==> config.mk <==
export PLATFORM = sky130hd
export DESIGN_NAME = match_ctrl_flat
export DESIGN_NICKNAME = d
export VERILOG_FILES = /design/src/rtl/match_ctrl_if.sv /design/src/rtl/match_ctrl.sv /design/src/flat_wrapper.sv
export SDC_FILE = /design/constraint.sdc
export NUM_CORES = 1
export LEC_CHECK = 0
export ABC_AREA = 1
export ABC_CLOCK_PERIOD_IN_PS = 2120
export CORE_UTILIZATION = 54
export CTS_BUF_LIST = sky130_fd_sc_hd__clkbuf_2 sky130_fd_sc_hd__clkbuf_4 sky130_fd_sc_hd__clkbuf_8
export DETAILED_ROUTE_END_ITERATION = 8
export PLACE_DENSITY = 0.91
export SYNTH_ARGS = -nofsm -noshare
export SYNTH_HDL_FRONTEND = slang
export SYNTH_SLANG_ARGS = --single-unit
==> constraint.sdc <==
create_clock -name frame_clk -period 2.12 [get_ports frame_clk]
set_clock_uncertainty 0.15 [all_clocks]
set_input_delay 0.212 -clock frame_clk [delete_from_list [all_inputs] [get_ports frame_clk]]
set_output_delay 0.212 -clock frame_clk [all_outputs]
set_load 0.03 [all_outputs]
==> src/rtl/match_ctrl_if.sv <==
`default_nettype none
// ============================================================================
// Module      : match_ctrl_if
// Description : Bundle between the match controller and its neighbours:
//               keyboard/physics inputs in, ball control and HUD data out.
// Revision    : 1.0 - initial release
// ============================================================================
interface match_ctrl_if;
  logic [7:0] keycode;
  logic       point_l;
  logic       point_r;
  logic       ball_hold;
  logic       serve_dir;
  logic [3:0] score_l;
  logic [3:0] score_r;
  logic [1:0] winner;
  logic [2:0] state;
  logic [6:0] serve_cnt;

  // Driver side: keyboard decoder and ball physics
  modport master (
    output keycode, point_l, point_r,
    input  ball_hold, serve_dir, score_l, score_r, winner, state, serve_cnt
  );

  // Controller side
  modport slave (
    input  keycode, point_l, point_r,
    output ball_hold, serve_dir, score_l, score_r, winner, state, serve_cnt
  );
endinterface
`default_nettype wire

==> src/rtl/match_ctrl.sv <==
`default_nettype none
// ============================================================================
// Module      : match_ctrl
// Description : Per-frame match controller. Runs the serve countdown, keeps
//               the scores, handles pause and declares the winner.
//               Optional macro DEUCE_EN: win needs a two-point lead (a
//               player reaching 15 wins outright).
// Revision    : 1.0 - initial release
// ============================================================================
module match_ctrl #(
  parameter int         WIN_SCORE   = 7,
  parameter int         SERVE_DELAY = 60,
  parameter logic [7:0] START_KEY   = 8'h2C,
  parameter logic [7:0] PAUSE_KEY   = 8'h13
) (
  input  logic         frame_clk,
  input  logic         Reset,
  match_ctrl_if.slave  bus
);

  localparam logic [2:0] c_IDLE  = 3'd0;
  localparam logic [2:0] c_SERVE = 3'd1;
  localparam logic [2:0] c_PLAY  = 3'd2;
  localparam logic [2:0] c_PAUSE = 3'd3;
  localparam logic [2:0] c_OVER  = 3'd4;

  localparam logic [6:0] c_RELOAD = 7'(SERVE_DELAY - 1);
  localparam logic [3:0] c_WIN    = 4'(WIN_SCORE);

  logic [2:0] r_state,   w_state;
  logic       r_hold,    w_hold;
  logic       r_dir,     w_dir;
  logic [3:0] r_score_l, w_score_l;
  logic [3:0] r_score_r, w_score_r;
  logic [1:0] r_winner,  w_winner;
  logic [6:0] r_cnt,     w_cnt;
  logic [7:0] r_key_prev;

  logic       w_start_evt;
  logic       w_pause_evt;
  logic [3:0] w_inc_l;
  logic [3:0] w_inc_r;
  logic       w_l_wins;
  logic       w_r_wins;

  // A held key produces a single event on its first frame only
  assign w_start_evt = (bus.keycode == START_KEY) && (r_key_prev != START_KEY);
  assign w_pause_evt = (bus.keycode == PAUSE_KEY) && (r_key_prev != PAUSE_KEY);

  // Saturating increments: scores stick at 15
  assign w_inc_l = (r_score_l == 4'hF) ? 4'hF : r_score_l + 4'd1;
  assign w_inc_r = (r_score_r == 4'hF) ? 4'hF : r_score_r + 4'd1;

`ifdef DEUCE_EN
  assign w_l_wins = (w_inc_l == 4'hF) ||
                    ((w_inc_l >= c_WIN) && ({1'b0, w_inc_l} >= {1'b0, r_score_r} + 5'd2));
  assign w_r_wins = (w_inc_r == 4'hF) ||
                    ((w_inc_r >= c_WIN) && ({1'b0, w_inc_r} >= {1'b0, r_score_l} + 5'd2));
`else
  assign w_l_wins = (w_inc_l >= c_WIN);
  assign w_r_wins = (w_inc_r >= c_WIN);
`endif

  // Next-frame match state, scores and serve countdown
  always_comb begin
    w_state   = r_state;
    w_dir     = r_dir;
    w_score_l = r_score_l;
    w_score_r = r_score_r;
    w_winner  = r_winner;
    w_cnt     = r_cnt;
    case (r_state)
      c_IDLE, c_OVER: begin
        if (w_start_evt) begin
          w_state   = c_SERVE;
          w_score_l = 4'd0;
          w_score_r = 4'd0;
          w_winner  = 2'b00;
          w_cnt     = c_RELOAD;
        end
      end
      c_SERVE: begin
        if (r_cnt == 7'd0) begin
          w_state = c_PLAY;
        end else begin
          w_cnt = r_cnt - 7'd1;
        end
      end
      c_PLAY: begin
        // A point outranks a pause press; simultaneous points cancel out
        if (bus.point_l && !bus.point_r) begin
          w_score_l = w_inc_l;
          w_dir     = 1'b1;
          if (w_l_wins) begin
            w_state  = c_OVER;
            w_winner = 2'b01;
          end else begin
            w_state = c_SERVE;
            w_cnt   = c_RELOAD;
          end
        end else if (bus.point_r && !bus.point_l) begin
          w_score_r = w_inc_r;
          w_dir     = 1'b0;
          if (w_r_wins) begin
            w_state  = c_OVER;
            w_winner = 2'b10;
          end else begin
            w_state = c_SERVE;
            w_cnt   = c_RELOAD;
          end
        end else if (w_pause_evt) begin
          w_state = c_PAUSE;
        end
      end
      c_PAUSE: begin
        if (w_pause_evt) begin
          w_state = c_PLAY;
        end
      end
      default: begin
        w_state = c_IDLE;
      end
    endcase
    w_hold = (w_state != c_PLAY);
  end

  // Frame register bank with asynchronous reset
  always_ff @(posedge frame_clk or posedge Reset) begin
    if (Reset) begin
      r_state    <= c_IDLE;
      r_hold     <= 1'b1;
      r_dir      <= 1'b1;
      r_score_l  <= 4'd0;
      r_score_r  <= 4'd0;
      r_winner   <= 2'b00;
      r_cnt      <= 7'd0;
      r_key_prev <= 8'd0;
    end else begin
      r_state    <= w_state;
      r_hold     <= w_hold;
      r_dir      <= w_dir;
      r_score_l  <= w_score_l;
      r_score_r  <= w_score_r;
      r_winner   <= w_winner;
      r_cnt      <= w_cnt;
      r_key_prev <= bus.keycode;
    end
  end

  assign bus.state     = r_state;
  assign bus.ball_hold = r_hold;
  assign bus.serve_dir = r_dir;
  assign bus.score_l   = r_score_l;
  assign bus.score_r   = r_score_r;
  assign bus.winner    = r_winner;
  assign bus.serve_cnt = r_cnt;

endmodule
`default_nettype wire

==> src/flat_wrapper.sv <==
// flat-port wrapper written by rule: the top's interface ports become plain ports
module match_ctrl_flat 
#(
  parameter int         WIN_SCORE   = 7,
  parameter int         SERVE_DELAY = 60,
  parameter logic [7:0] START_KEY   = 8'h2C,
  parameter logic [7:0] PAUSE_KEY   = 8'h13
)
  (frame_clk, Reset, bus_keycode, bus_point_l, bus_point_r, bus_ball_hold, bus_serve_dir, bus_score_l, bus_score_r, bus_winner, bus_state, bus_serve_cnt);
  match_ctrl_if bus_i ();
  input  logic frame_clk;
  input  logic Reset;
  input wire logic [$bits(bus_i.keycode)-1:0] bus_keycode;
  input wire logic [$bits(bus_i.point_l)-1:0] bus_point_l;
  input wire logic [$bits(bus_i.point_r)-1:0] bus_point_r;
  output wire logic [$bits(bus_i.ball_hold)-1:0] bus_ball_hold;
  output wire logic [$bits(bus_i.serve_dir)-1:0] bus_serve_dir;
  output wire logic [$bits(bus_i.score_l)-1:0] bus_score_l;
  output wire logic [$bits(bus_i.score_r)-1:0] bus_score_r;
  output wire logic [$bits(bus_i.winner)-1:0] bus_winner;
  output wire logic [$bits(bus_i.state)-1:0] bus_state;
  output wire logic [$bits(bus_i.serve_cnt)-1:0] bus_serve_cnt;
  assign bus_i.keycode = bus_keycode;
  assign bus_i.point_l = bus_point_l;
  assign bus_i.point_r = bus_point_r;
  assign bus_ball_hold = bus_i.ball_hold;
  assign bus_serve_dir = bus_i.serve_dir;
  assign bus_score_l = bus_i.score_l;
  assign bus_score_r = bus_i.score_r;
  assign bus_winner = bus_i.winner;
  assign bus_state = bus_i.state;
  assign bus_serve_cnt = bus_i.serve_cnt;
  match_ctrl #(.WIN_SCORE(WIN_SCORE), .SERVE_DELAY(SERVE_DELAY), .START_KEY(START_KEY), .PAUSE_KEY(PAUSE_KEY)) u_core (.frame_clk(frame_clk), .Reset(Reset), .bus(bus_i));
endmodule
---- After elaboration in Yosys (flattened, before gate mapping) ----
Cells that the tools add are included.
cells by class
  reduce and logical (&&, ||, !) cells .... 17
  equal/unequal tests ..................... 21
  $add $sub $neg .......................... 3
  multiplexer cells ....................... 32
  order comparisons ....................... 2
operator list
  cell                   count
  $mux W7                6
  $mux W3                8
  $mux W4                6
  $pmux W7 S3            1
  $pmux W4 S2            2
  $pmux W3 S4            1
  $mux W2                5
  $add A4 B1 Y4 const B  2
  $eq A4 B4 Y1 const B   2
  $eq A8 B5 Y1 const B   1
  $eq A8 B6 Y1 const B   1
  $ge A4 B3 Y1 const B   2
  $ne A8 B5 Y1 const B   1
  $ne A8 B6 Y1 const B   1
  $logic_not A7 Y1       1
  $sub A7 B1 Y7 const B  1
  $eq A3 B2 Y1 const B   2
  $ne A2 B1 Y1 const B   3
  $ne A3 B1 Y1 const B   2
  $ne A3 B2 Y1 const B   2
  $ne A3 B3 Y1 const B   2
  $reduce_and A6 Y1      1
  $reduce_and A5 Y1      1
  $logic_and A1 B1 Y1    4
  other kinds (13)       17
word-level totals
  input bits .............................. 12
  logic and storage cells ................. 83
  register bits after elaboration ......... 30
  output and inout bits ................... 22

---- Logic depth before layout (Yosys ltp) ----
  word-level depth ........................ 8
  mapped depth ............................ 12
  mapped depth without buffers ............ 12

---- Worst setup path after synthesis ----
OpenSTA, ideal clock, no wires.
  path type ............................... reg-to-reg
  start point ............................. register u_core.r_cnt[0], in the netlist u_core.bus.serve_cnt[0]
  end point ............................... register u_core.r_cnt[2], in the netlist u_core.bus.serve_cnt[2]
  buffers on the path ..................... 0
  cell stages (with the launch flop) ...... 13
  path slack .............................. 0.323 ns
  required time ........................... 1.851 ns
  clock period less this slack ............ 1.797 ns
  data arrival time ....................... 1.529 ns
  setup time .............................. 0.119 ns
  cell sequence ........................... dfrtp_1 inv_1 ha_1 inv_1 nor2_1 nand3_1 nor2_2 nor2_1 nand2_2 clkinv_4 nand3_4 nand2_1 nand2_1
between the ends
  cells in the longest elaborated chain, start to end .. 3
  elaborated cells between the ends (all ways) .. 6
  those cells by class .................... 1 x add/sub; 1 x eq/ne; 2 x mux; 2 x reduce/logical
ends and longest elaborated chain
  item                                                      RTL line                            source
  start, declared                                           match_ctrl.sv:36                    logic [6:0] r_cnt, w_cnt;
  start signal, assigned                                    match_ctrl.sv:145                   r_cnt <= w_cnt;
  $sub A7 B1 Y7 / $logic_not A7 Y1 (equally long branches)  match_ctrl.sv:86, match_ctrl.sv:83
  $mux W7 / $ne A2 B2 Y1 (equally long branches)            -
  $pmux W7 S3 / $reduce_and A6 Y1 (equally long branches)   -
Parallel ways exist; a longest one is shown, timed or not. The select of a mux whose other input is x is not followed.
A chain may end at the register's enable or synchronous reset.

---- Worst setup path in the final report ----
  start point ............................. register u_core.r_state[1], in the netlist u_core.bus.state[1]
  end point ............................... output bus_state[1]
RTL lines
  item                    RTL line            source
  start, declared         match_ctrl.sv:30    logic [2:0] r_state, w_state;
  start signal, assigned  match_ctrl.sv:130   r_state <= c_IDLE;
  start signal, assigned  match_ctrl.sv:139   r_state <= w_state;
  end, declared           flat_wrapper.sv:21  output wire logic [$bits(bus_i.state)-1:0] bus_state;
No word-level cell between the ends.

==> results by group <==
Timing
  • Crit share post-route: 90.48%
  • Final hold violation count: 0
  • RSZ-0062 raised after global routing: false
  • Max-slew headroom: 75.37%
  • Final setup TNS: 0 ps
  • Fmax: 521.3 MHz
  • # setup viols final: 0
  • Final Max Tran Viols: 0
  • Period minus WS final: 1918 ps
  • Worst Max-Slew Pin Slew: 369.4 ps

Layout
  • Share of cells above drive strength 1: 13.38%
  • Design area: 2278 um^2
  • Final non-filler cell total: 328
  • Area of the multi-input gates: 918.4 um^2
  • Fin nets: 301
  • Register area: 753.2 um^2
  • Area growth, synth to finish: 26.11%
  • Fillers: 260
  • Antenna Cells: 0

Floorplan
  • Placeable Area: 3103 um^2
  • Die area: 3581 um^2
  • Std cell rows: 20
  • DIE WIDTH: 59.84 um
  • Die H: 59.84 um
  • Initial core utilization: 58.23%
  • Top Ports: 34

Pwr
  • Switching share of total power: 47.23%
  • Internal power: 1.549 mW
  • Lkg Pwr: 1.136 nW
  • Clock power frac: 14.4%
  • P_sw: 1.386 mW
  • Worst IR Drop VDD: 0.8851 mV
  • Sequential power share: 31.6%
  • Pwr dens: 1288 nW/um^2
  • Combinational share of power: 54.1%

Detailed routing
  • Detailed-route via count: 1699
  • Drt via density: 5.180
  • DR DRC count: 0
  • Post-Route WL: 3794 um
  • Final ANT Viol Nets: 0
  • WL per Instance: 11.57 um
  • Iteration count of the initial detailed-routing pass: 4
  • DRT iter0 DRCs: 91

Yosys
  • Top_reg_cell synth: dfrtp_1
  • Distinct cell type count after synthesis: 26
  • Syn nets: 260
  • Register area share after synthesis: 41.69%
  • Async set-reset flop share out of synthesis: 100.0%
  • Mapped Cells: 242
  • Synth area leaders: dfrtp_1, nand2_1, nand3_1, inv_1, ha_1
  • Synth cell count leaders: nand2_1, dfrtp_1, inv_1
  • Yosys warns: 0
  • Area leader, netlist: dfrtp_1
  • Post-Syn Area: 1807 um^2
  • Top cell type's share of synthesized area: 38.78%
  • #FFs+latches synth: 30
  • Avg Inst Size Synth: 7.466 um^2
  • Most common cell in the netlist: nand2_1
  • Post-synth EDFFs: 0

Global routing
  • Largest net degree at the start of global routing: 31
  • Total GRT Usage: 24.62%
  • Vias in the first global route: 1558
  • Total grt overflow: 0
  • Initial antenna violation count: 0
  • First-pass GRT wire length: 6396 um

Setup path
  • Setup crit end kind: output port
  • Critical Path RT: 1760 ps
  • CP arrival: 1560 ps
  • Slowest Stage Delay on Critical Path: 720 ps
  • CP Max Fanout: 6
  • CP top delay family: buffers and inverters
  • Kind of critical path: reg -> out
  • WP buf/inv: 1
  • Setup crit start kind: flip-flop
  • Crit-path cells: clkdlybuf4s50_1
  • Slowest-stage cell, CP: clkdlybuf4s50_1

Hold path
  • Hold Crit Class: in -> async

Clock network
  • CTS Sinks: 30
  • Clk_lat worst skew: 340 ps
  • CTS resizes: 0
  • Post-CTS setup buffer count: 0
  • Clk buf depth: 2
  • CTS tree: built
  • Clk root buf: clkbuf_4
  • CTS HTree Levels: 2
  • Register clock-pin slew on the reported worst setup and hold paths: 100 ps
  • CTS Hold Bufs: 0
  • Number of CTS-inserted buffers: 5

Placed design
  • Placed cells: 320
  • Placer Congestion: 0.8213
  • I/O Buffers: 33
  • Dpl hpwl: 2896 um
  • Dpl cell area: 2200 um^2

Flow run
  • Max-cap violations: 0

Run status
  • Status: finished, final reports clean
[state kept, by name (all words and copies together) (netlist names)]
name / cells
u_core.bus.ball_hold: 1
u_core.bus.score_l: 4
u_core.bus.score_r: 4
u_core.bus.serve_cnt: 7
u_core.bus.serve_dir: 1
u_core.bus.state: 3
u_core.bus.winner: 2
u_core.r_key_prev: 8
[worst paths after layout]
check	slack, ps	cells after the start	startpoint	to
max	200	1	u_core.bus.state[1]	bus_state[1]
min	80	3	Reset	u_core.bus.score_r[0]
max reg2reg	300	9	u_core.bus.score_l[0]	u_core.bus.serve_cnt[3]
min reg2reg	330	2	u_core.bus.serve_dir	u_core.bus.serve_dir
max in group asynchronous	1420	3	Reset	u_core.bus.ball_hold
min in group frame_clk	190	1	bus_keycode[6]	u_core.r_key_prev[6]
[power by group through the flow]
stage / clock, mW / sequential [mW] / combinational [mW]
5_1_grt: 0.460 / 0.947 / 1.75
4_1_cts: 0.427 / 0.923 / 1.59
3_5_place_dp: 0 / 0.931 / 1.58
3_3_place_gp: 0 / 0.929 / 1.54
6_report: 0.422 / 0.927 / 1.59
2_1_floorplan: 0 / 1.18 / 0.835
[cells in the final DEF (no fill, tap or decap), types with 2 or more instances in the layout]
master,synthesis,layout
clkbuf_4,0,5
inv_2,4,4
clkbuf_8,0,3
nor2_2,4,4
o21ai_1,14,14
nand3_1,27,27
dfstp_2,2,2
nor2_4,3,3
nand2_1,77,77
nand4_1,8,8
dfrtp_1,28,28
inv_1,28,28
or2_2,3,3
nand2_4,3,3
nor2_1,20,20
nand2_2,4,4
clkdlybuf4s50_1,0,33
ha_1,6,6
[cells by family after synthesis]
group / share of synthesized area (%)
XOR/XNOR: 0.4849
flip-flops: 41.69
buffers and inverters: 7.479
AO/OA/AOI/OAI: 4.986
adder cells (fa/ha/maj): 4.155
AND/OR/NAND/NOR: 41.20
[per-layer routing]
layer	wire length (um)	up-vias	part of all wire, %	GRT usage (%)
met1	1650	795	43	28.59
met2	1903	40	50	41.90
li1	-	855	-	-
met5	0	-	0	0
met3	157	9	4.1	7.143
met4	82	0	2.2	10.96
[metrics by stage]
step	total power, mW	worst slack, ps	utilization [%]	hold WS (ps)
finish	2.936	201.9	73.43	78.09
global route	3.160	151.6	73.43	138.7
CTS	2.941	199.8	73.43	90.83
detailed placement	2.510	72.56	70.89	318.5
global placement	2.471	158.5	70.89	325.4
floorplan	2.011	322.6	-	93.43
[area by class of cell]
cell class / instances / area share [%]
inverters: 34 / 5.931
flip-flops and latches: 30 / 33.06
repair buffers: 34 / 14.83
well taps: 44 / 2.416
clock buffers: 8 / 3.460
multi-input cells: 178 / 40.31
(Power assumes the default switching activity.)
